$ cat src/rtl/font_rom_arbiter_if.sv
// Requester-side bus of the font ROM arbiter: two read ports sharing one
// registered data return.
interface font_rom_arbiter_if #(
    parameter int ADDR_WIDTH = 12,
    parameter int DATA_WIDTH = 12
);
    logic                  p0_req;
    logic [ADDR_WIDTH-1:0] p0_addr;
    logic                  p0_gnt;
    logic                  p0_rvalid;
    logic                  p1_req;
    logic [ADDR_WIDTH-1:0] p1_addr;
    logic                  p1_gnt;
    logic                  p1_rvalid;
    logic [DATA_WIDTH-1:0] rdata;

    // Requesters drive req/addr and receive grants and returned data
    modport master (
        output p0_req, p0_addr, p1_req, p1_addr,
        input  p0_gnt, p0_rvalid, p1_gnt, p1_rvalid, rdata
    );

    modport slave (
        input  p0_req, p0_addr, p1_req, p1_addr,
        output p0_gnt, p0_rvalid, p1_gnt, p1_rvalid, rdata
    );
endinterface

$ cat src/rtl/font_rom_arbiter.sv
// Two-port arbiter for the single-read-port font ROM: port 0 has priority,
// and port 1 is guaranteed a slot after MAX_WAIT consecutive losing cycles.
module font_rom_arbiter #(
    parameter int ADDR_WIDTH = 12,
    parameter int DATA_WIDTH = 12,
    parameter int ROM_LAT    = 1,
    parameter int MAX_WAIT   = 15
) (
    input  logic                  clk,
    input  logic                  rst_n,
    font_rom_arbiter_if.slave     bus,
    output logic [ADDR_WIDTH-1:0] rom_addr,
    input  logic [DATA_WIDTH-1:0] rom_q,
    output logic [7:0]            starve_cnt
);
    localparam logic [7:0] MAX_WAIT_C = 8'(MAX_WAIT);
    localparam int         TAG_DEPTH  = ROM_LAT + 1;

    logic                 force1;
    logic                 grant_p0;
    logic                 grant_p1;
    logic                 issue;
    logic [TAG_DEPTH-1:0] tag_valid;
    logic [TAG_DEPTH-1:0] tag_port;
    logic                 exit_valid;
    logic                 exit_port;
    logic                 p0_rvalid_q;
    logic                 p1_rvalid_q;
    logic [DATA_WIDTH-1:0] rdata_q;

    // Grants are held low during reset so nothing is issued into a clearing pipeline
    always_comb begin
        force1   = bus.p1_req && (starve_cnt >= MAX_WAIT_C);
        grant_p1 = rst_n && bus.p1_req && (!bus.p0_req || force1);
        grant_p0 = rst_n && bus.p0_req && !grant_p1;
        issue    = grant_p0 || grant_p1;
    end

    assign bus.p0_gnt    = grant_p0;
    assign bus.p1_gnt    = grant_p1;
    assign bus.p0_rvalid = p0_rvalid_q;
    assign bus.p1_rvalid = p1_rvalid_q;
    assign bus.rdata     = rdata_q;

    assign exit_valid = tag_valid[TAG_DEPTH-1];
    assign exit_port  = tag_port[TAG_DEPTH-1];

    always_ff @(posedge clk or negedge rst_n) begin
        if (!rst_n) begin
            rom_addr <= '0;
        end else if (grant_p1) begin
            rom_addr <= bus.p1_addr;
        end else if (grant_p0) begin
            rom_addr <= bus.p0_addr;
        end
    end

    // One tag per issued read; it reaches the last stage when rom_q holds its word
    always_ff @(posedge clk or negedge rst_n) begin
        if (!rst_n) begin
            tag_valid <= '0;
            tag_port  <= '0;
        end else begin
            tag_valid <= {tag_valid[TAG_DEPTH-2:0], issue};
            tag_port  <= {tag_port[TAG_DEPTH-2:0], grant_p1};
        end
    end

    always_ff @(posedge clk or negedge rst_n) begin
        if (!rst_n) begin
            p0_rvalid_q <= 1'b0;
            p1_rvalid_q <= 1'b0;
            rdata_q     <= '0;
        end else begin
            p0_rvalid_q <= exit_valid && !exit_port;
            p1_rvalid_q <= exit_valid && exit_port;
            if (exit_valid) begin
                rdata_q <= rom_q;
            end
        end
    end

    always_ff @(posedge clk or negedge rst_n) begin
        if (!rst_n) begin
            starve_cnt <= 8'd0;
        end else if (!bus.p1_req || grant_p1) begin
            starve_cnt <= 8'd0;
        end else if (starve_cnt != 8'hFF) begin
            starve_cnt <= starve_cnt + 8'd1;
        end
    end
endmodule
$ cat src/flat_wrapper.sv
// flat-port wrapper written by rule: the top's interface ports become plain ports
module font_rom_arbiter_flat 
#(
    parameter int ADDR_WIDTH = 12,
    parameter int DATA_WIDTH = 12,
    parameter int ROM_LAT    = 1,
    parameter int MAX_WAIT   = 15
)
  (clk, rst_n, rom_addr, rom_q, starve_cnt, bus_p0_req, bus_p0_addr, bus_p1_req, bus_p1_addr, bus_p0_gnt, bus_p0_rvalid, bus_p1_gnt, bus_p1_rvalid, bus_rdata);
  font_rom_arbiter_if #(.ADDR_WIDTH(ADDR_WIDTH), .DATA_WIDTH(DATA_WIDTH)) bus_i ();
  input  logic clk;
  input  logic rst_n;
  output logic [ADDR_WIDTH-1:0] rom_addr;
  input  logic [DATA_WIDTH-1:0] rom_q;
  output logic [7:0] starve_cnt;
  input wire logic [$bits(bus_i.p0_req)-1:0] bus_p0_req;
  input wire logic [$bits(bus_i.p0_addr)-1:0] bus_p0_addr;
  input wire logic [$bits(bus_i.p1_req)-1:0] bus_p1_req;
  input wire logic [$bits(bus_i.p1_addr)-1:0] bus_p1_addr;
  output wire logic [$bits(bus_i.p0_gnt)-1:0] bus_p0_gnt;
  output wire logic [$bits(bus_i.p0_rvalid)-1:0] bus_p0_rvalid;
  output wire logic [$bits(bus_i.p1_gnt)-1:0] bus_p1_gnt;
  output wire logic [$bits(bus_i.p1_rvalid)-1:0] bus_p1_rvalid;
  output wire logic [$bits(bus_i.rdata)-1:0] bus_rdata;
  assign bus_i.p0_req = bus_p0_req;
  assign bus_i.p0_addr = bus_p0_addr;
  assign bus_i.p1_req = bus_p1_req;
  assign bus_i.p1_addr = bus_p1_addr;
  assign bus_p0_gnt = bus_i.p0_gnt;
  assign bus_p0_rvalid = bus_i.p0_rvalid;
  assign bus_p1_gnt = bus_i.p1_gnt;
  assign bus_p1_rvalid = bus_i.p1_rvalid;
  assign bus_rdata = bus_i.rdata;
  font_rom_arbiter #(.ADDR_WIDTH(ADDR_WIDTH), .DATA_WIDTH(DATA_WIDTH), .ROM_LAT(ROM_LAT), .MAX_WAIT(MAX_WAIT)) u_core (.clk(clk), .rst_n(rst_n), .bus(bus_i), .rom_addr(rom_addr), .rom_q(rom_q), .starve_cnt(starve_cnt));
endmodule
$ cat config.mk
export PLATFORM = sky130hd
export DESIGN_NAME = font_rom_arbiter_flat
export DESIGN_NICKNAME = d
export VERILOG_FILES = /design/src/rtl/font_rom_arbiter_if.sv /design/src/rtl/font_rom_arbiter.sv /design/src/flat_wrapper.sv
export SDC_FILE = /design/constraint.sdc
export NUM_CORES = 1
export LEC_CHECK = 0
export ABC_AREA = 0
export CELL_PAD_IN_SITES_DETAIL_PLACEMENT = 1
export CELL_PAD_IN_SITES_GLOBAL_PLACEMENT = 2
export CORE_ASPECT_RATIO = 1.25
export CORE_MARGIN = 2
export CORE_UTILIZATION = 28
export DETAILED_ROUTE_END_ITERATION = 10
export PLACE_DENSITY = 0.95
export SLEW_MARGIN = 20
export SYNTH_ARGS = -nofsm -noshare
export SYNTH_HDL_FRONTEND = slang
export SYNTH_SLANG_ARGS = --single-unit
export TNS_END_PERCENT = 50
$ cat constraint.sdc
create_clock -name clk -period 3.2 [get_ports clk]
set_clock_uncertainty 0.05 [all_clocks]
set_input_delay 0.48 -clock clk [delete_from_list [all_inputs] [get_ports clk]]
set_output_delay 0.48 -clock clk [all_outputs]
set_load 0.02 [all_outputs]
==> run_results.csv <==
group,metric,value,unit
clock_network,tritoncts,"yes",
routing,drt_iter0_markers,52,
routing,drt-wirelength-per-cell,14.9,µm
global_route,grt_overflow_total,0,
critical_path,worstSetupEndpoint,"bus_p0_gnt",
synth,synth_compound_area_share,6.63,%
finish,n_fill_cell,672,
clock_network,cts_max_path_buffers,2,
critical_path,r2r_start,"u_core.starve_cnt[6]$_DFFE_PN0P_",
synth,synth-seq-area-share,53.6,%
sta,setup_repair_after_global_routing_missed_its_margin,"no",
critical_path,critPathRequiredTime,2.67,ns
clock_network,cts_root_buffer,"sky130_fd_sc_hd__clkbuf_8",
synth,yosys.area_share.adder,0.705,%
synth,async_reset_ff_share,100,%
synth,synth_ff_type,"sky130_fd_sc_hd__dfrtp_1",
synth,synthSimpleGateAreaFrac,10.8,%
sta,fmaxAchievable,330,MHz
finish,nets,253,
place,dp.final_hpwl,3370,µm
finish,antenna_diodes,0,
critical_path,timing.critical_path.fanout_max,3,
synth,post_synth_mux_area_share,25.7,%
global_route,wire_length_of_the_first_global_routing_pass,7160,µm
synth,postSynthCellCount,133,
clock_network,clock_sinks,38,
sta,setup-violations-final,0,
routing,drt_pre_antenna_iters,4,
finish,flow.area_growth_from_synthesis,53.5,%
power_and_ir_drop,worst_ir_drop_vdd,297,µV
routing,postRouteWirelength,4430,µm
floorplan,die_w,75.2,µm
global_route,grt_start_max_net_pins,32,
worst_hold_path,timing.hold.worst.class,"in -> async",
critical_path,worst_setup_path_start_kind,"input port",
global_route,grt_usage,13.6,%
floorplan,placeableCoreArea,6170,µm²
clock_network,htree_num_levels,2,
floorplan,top_level_ports,76,
flow_run,cap_viol_max_count,0,
clock_network,cts_buffers,5,
synth,postSynthAreaPerCell,13.3,µm²
critical_path,crit_path_end_kind,"output port",
place,gp_congestion,0.774,
routing,antenna_violating_nets_post_route,0,
sta,whs,0.0344,ns
floorplan,fp.dieH,93.0,µm
floorplan,start_util,28.8,%
sta,timing.final.hold_violations,0,
synth,post_synth_edffs,0,
global_route,vias_in_the_first_global_route,1479,
floorplan,design.die.area,6990,µm²
sta,tightest_slew,0.798,ns
critical_path,reg2reg_to,"u_core.starve_cnt[7]$_DFFE_PN0P_",
clock_network,cts_hold_buffers,0,
routing,detail_route.drc_violations,0,
critical_path,criticalPathCategory,"in -> out",
global_route,antenna_found_initial,0,
power_and_ir_drop,p_per_area,493,nW/µm²
clock_network,post_cts_resize_count,0,
synth,mappedNetlistArea,1770,µm²
synth,yosysUniqueCellTypes,33,
clock_network,clock_latency,0.29,ns
clock_network,cts.clk_slew.worst_paths,0.08,ns
power_and_ir_drop,static-leakage-power,1.13,nW
sta,final_min_period_over_clock_period,94.6,%
sta,finalCriticalPeriod,3.03,ns
finish,final_layout_size_suffix_gt1_share,25.0,%
critical_path,arrival_worst_endpoint,2.50,ns
sta,max_slew_margin,46.0,%
routing,drt-vias-per-instance,4.65,
synth,number_of_flip_flops_and_latches_in_the_synthesized_netlist,38,
outcome,run_status,"complete, no violations",
synth,yosys_warnings,0,
synth,synth_xor_area_share,0,%
critical_path,reg2reg_setup_slack,1.08,ns
floorplan,core.rowCount,32,
finish,layout.core_utilization,44.2,%
sta,timing_max_transition_violations_final,0,
routing,dr_total_vias,1381,
clock_network,post_cts.repair.setup_buffers,0,
place,io_buffers,75,
sta,setup_total_negative_slack,0,ns
critical_path,reg2reg_depth,3,
critical_path,crit_start,"bus_p0_req",
synth,dominant_combinational_cell_family_by_area_after_synthesis,"multiplexers",
synth,synth_fp_nets,174,
-- sequential cells by signal (all words and copies together), names as in the netlist --
register,flops
u_core.bus.rdata,12
u_core.bus.p1_rvalid,1
u_core.tag_valid,2
u_core.bus.p0_rvalid,1
u_core.tag_port,2
u_core.starve_cnt,8
u_core.rom_addr,12
-- worst max-delay path, stage by stage --
cell and delay [ns]:
sky130_fd_sc_hd__clkdlybuf4s50_1 0.50, sky130_fd_sc_hd__or4b_4 0.49, sky130_fd_sc_hd__o211ai_4 0.21, sky130_fd_sc_hd__inv_1 0.10
sky130_fd_sc_hd__nor2_1 0.11, sky130_fd_sc_hd__clkdlybuf4s50_1 0.61
-- how the worst min path moves through the flow --
stage,from,to,cells past startpoint
floorplan,rst_n,u_core.bus.p0_rvalid$_DFF_PN0_,0
global route,rst_n,u_core.rom_addr[10]$_DFFE_PN0P_,1
global placement,u_core.tag_valid[0]$_DFF_PN0_,u_core.tag_valid[1]$_DFF_PN0_,0
finish,rst_n,u_core.rom_addr[10]$_DFFE_PN0P_,1
detailed placement,u_core.tag_valid[0]$_DFF_PN0_,u_core.tag_valid[1]$_DFF_PN0_,0
CTS,rst_n,u_core.rom_addr[10]$_DFFE_PN0P_,1
-- routing by layer --
metal  global-route usage, %  wire [µm]
met1                    15.6       1630
met2                    24.1       2490
met3                    3.02        231
met4                    5.26         85
met5                       0          0
-- cells in the mapped netlist (all sizes together), types with 2 or more instances --
cell type / instances / area, µm²
a21oi: 4 / 20.0
and2: 4 / 26.3
and3: 2 / 13.8
buf: 2 / 23.8
clkbuf: 4 / 15.0
dfrtp: 38 / 951
inv: 2 / 7.51
mux2: 36 / 435
mux2i: 2 / 20.0
nand2: 6 / 22.5
nand3: 4 / 20.0
nand4: 2 / 12.5
nor2: 4 / 15.0
nor2b: 2 / 12.5
nor3: 4 / 20.0
o2111ai: 3 / 26.3
o21ai: 2 / 10.0
-- power by group --
part | switching, mW | internal [mW] | leakage (nW) | total, mW
clock network | 0.170 | 0.250 | 0.0573 | 0.419
logic | 0.144 | 0.208 | 0.603 | 0.352
registers | 0.0347 | 0.535 | 0.470 | 0.570
-- cell type report --
class | instances | area, µm² | share of cell area (%)
clock buffers | 6 | 82.6 | 3.03
clock inverters | 1 | 30.0 | 1.10
inverters | 2 | 7.51 | 0.276
multi-input cells | 87 | 777 | 28.5
flip-flops and latches | 38 | 951 | 34.9
well taps | 85 | 106 | 3.91
repair buffers | 78 | 768 | 28.2
-- kinds of logic (layout without fill, tap and decap cells) --
logic type / count (synthesis) / after routing
multiplexers: 38 / 38
AND/OR/NAND/NOR: 33 / 33
adder cells (fa/ha/maj): 1 / 1
flip-flops: 38 / 38
buffers and inverters: 8 / 87
AO/OA/AOI/OAI: 15 / 15
-- placed cells by master (no fill, tap or decap), drive strengths merged, types with 4 or more instances in the layout --
master	instances
and2	4
dfrtp	38
a21oi	4
nand3	4
clkdlybuf4s50	74
buf	4
mux2	36
nand2	6
nor2	4
nor3	4
clkbuf	6
-- through the flow --
stage                     instance area (µm²)  total power [mW]  worst slack (ns)  cells
after global routing                     2720              1.40             0.102    297
after detailed placement                 2610             0.938             0.159    290
after floorplan                          1770             0.744             0.721    133
after global placement                   2610             0.926             0.181    290
after CTS                                2720              1.36             0.150    297
final                                    2720              1.34             0.171    297
Note: power is estimated with default switching activity, not from simulation.
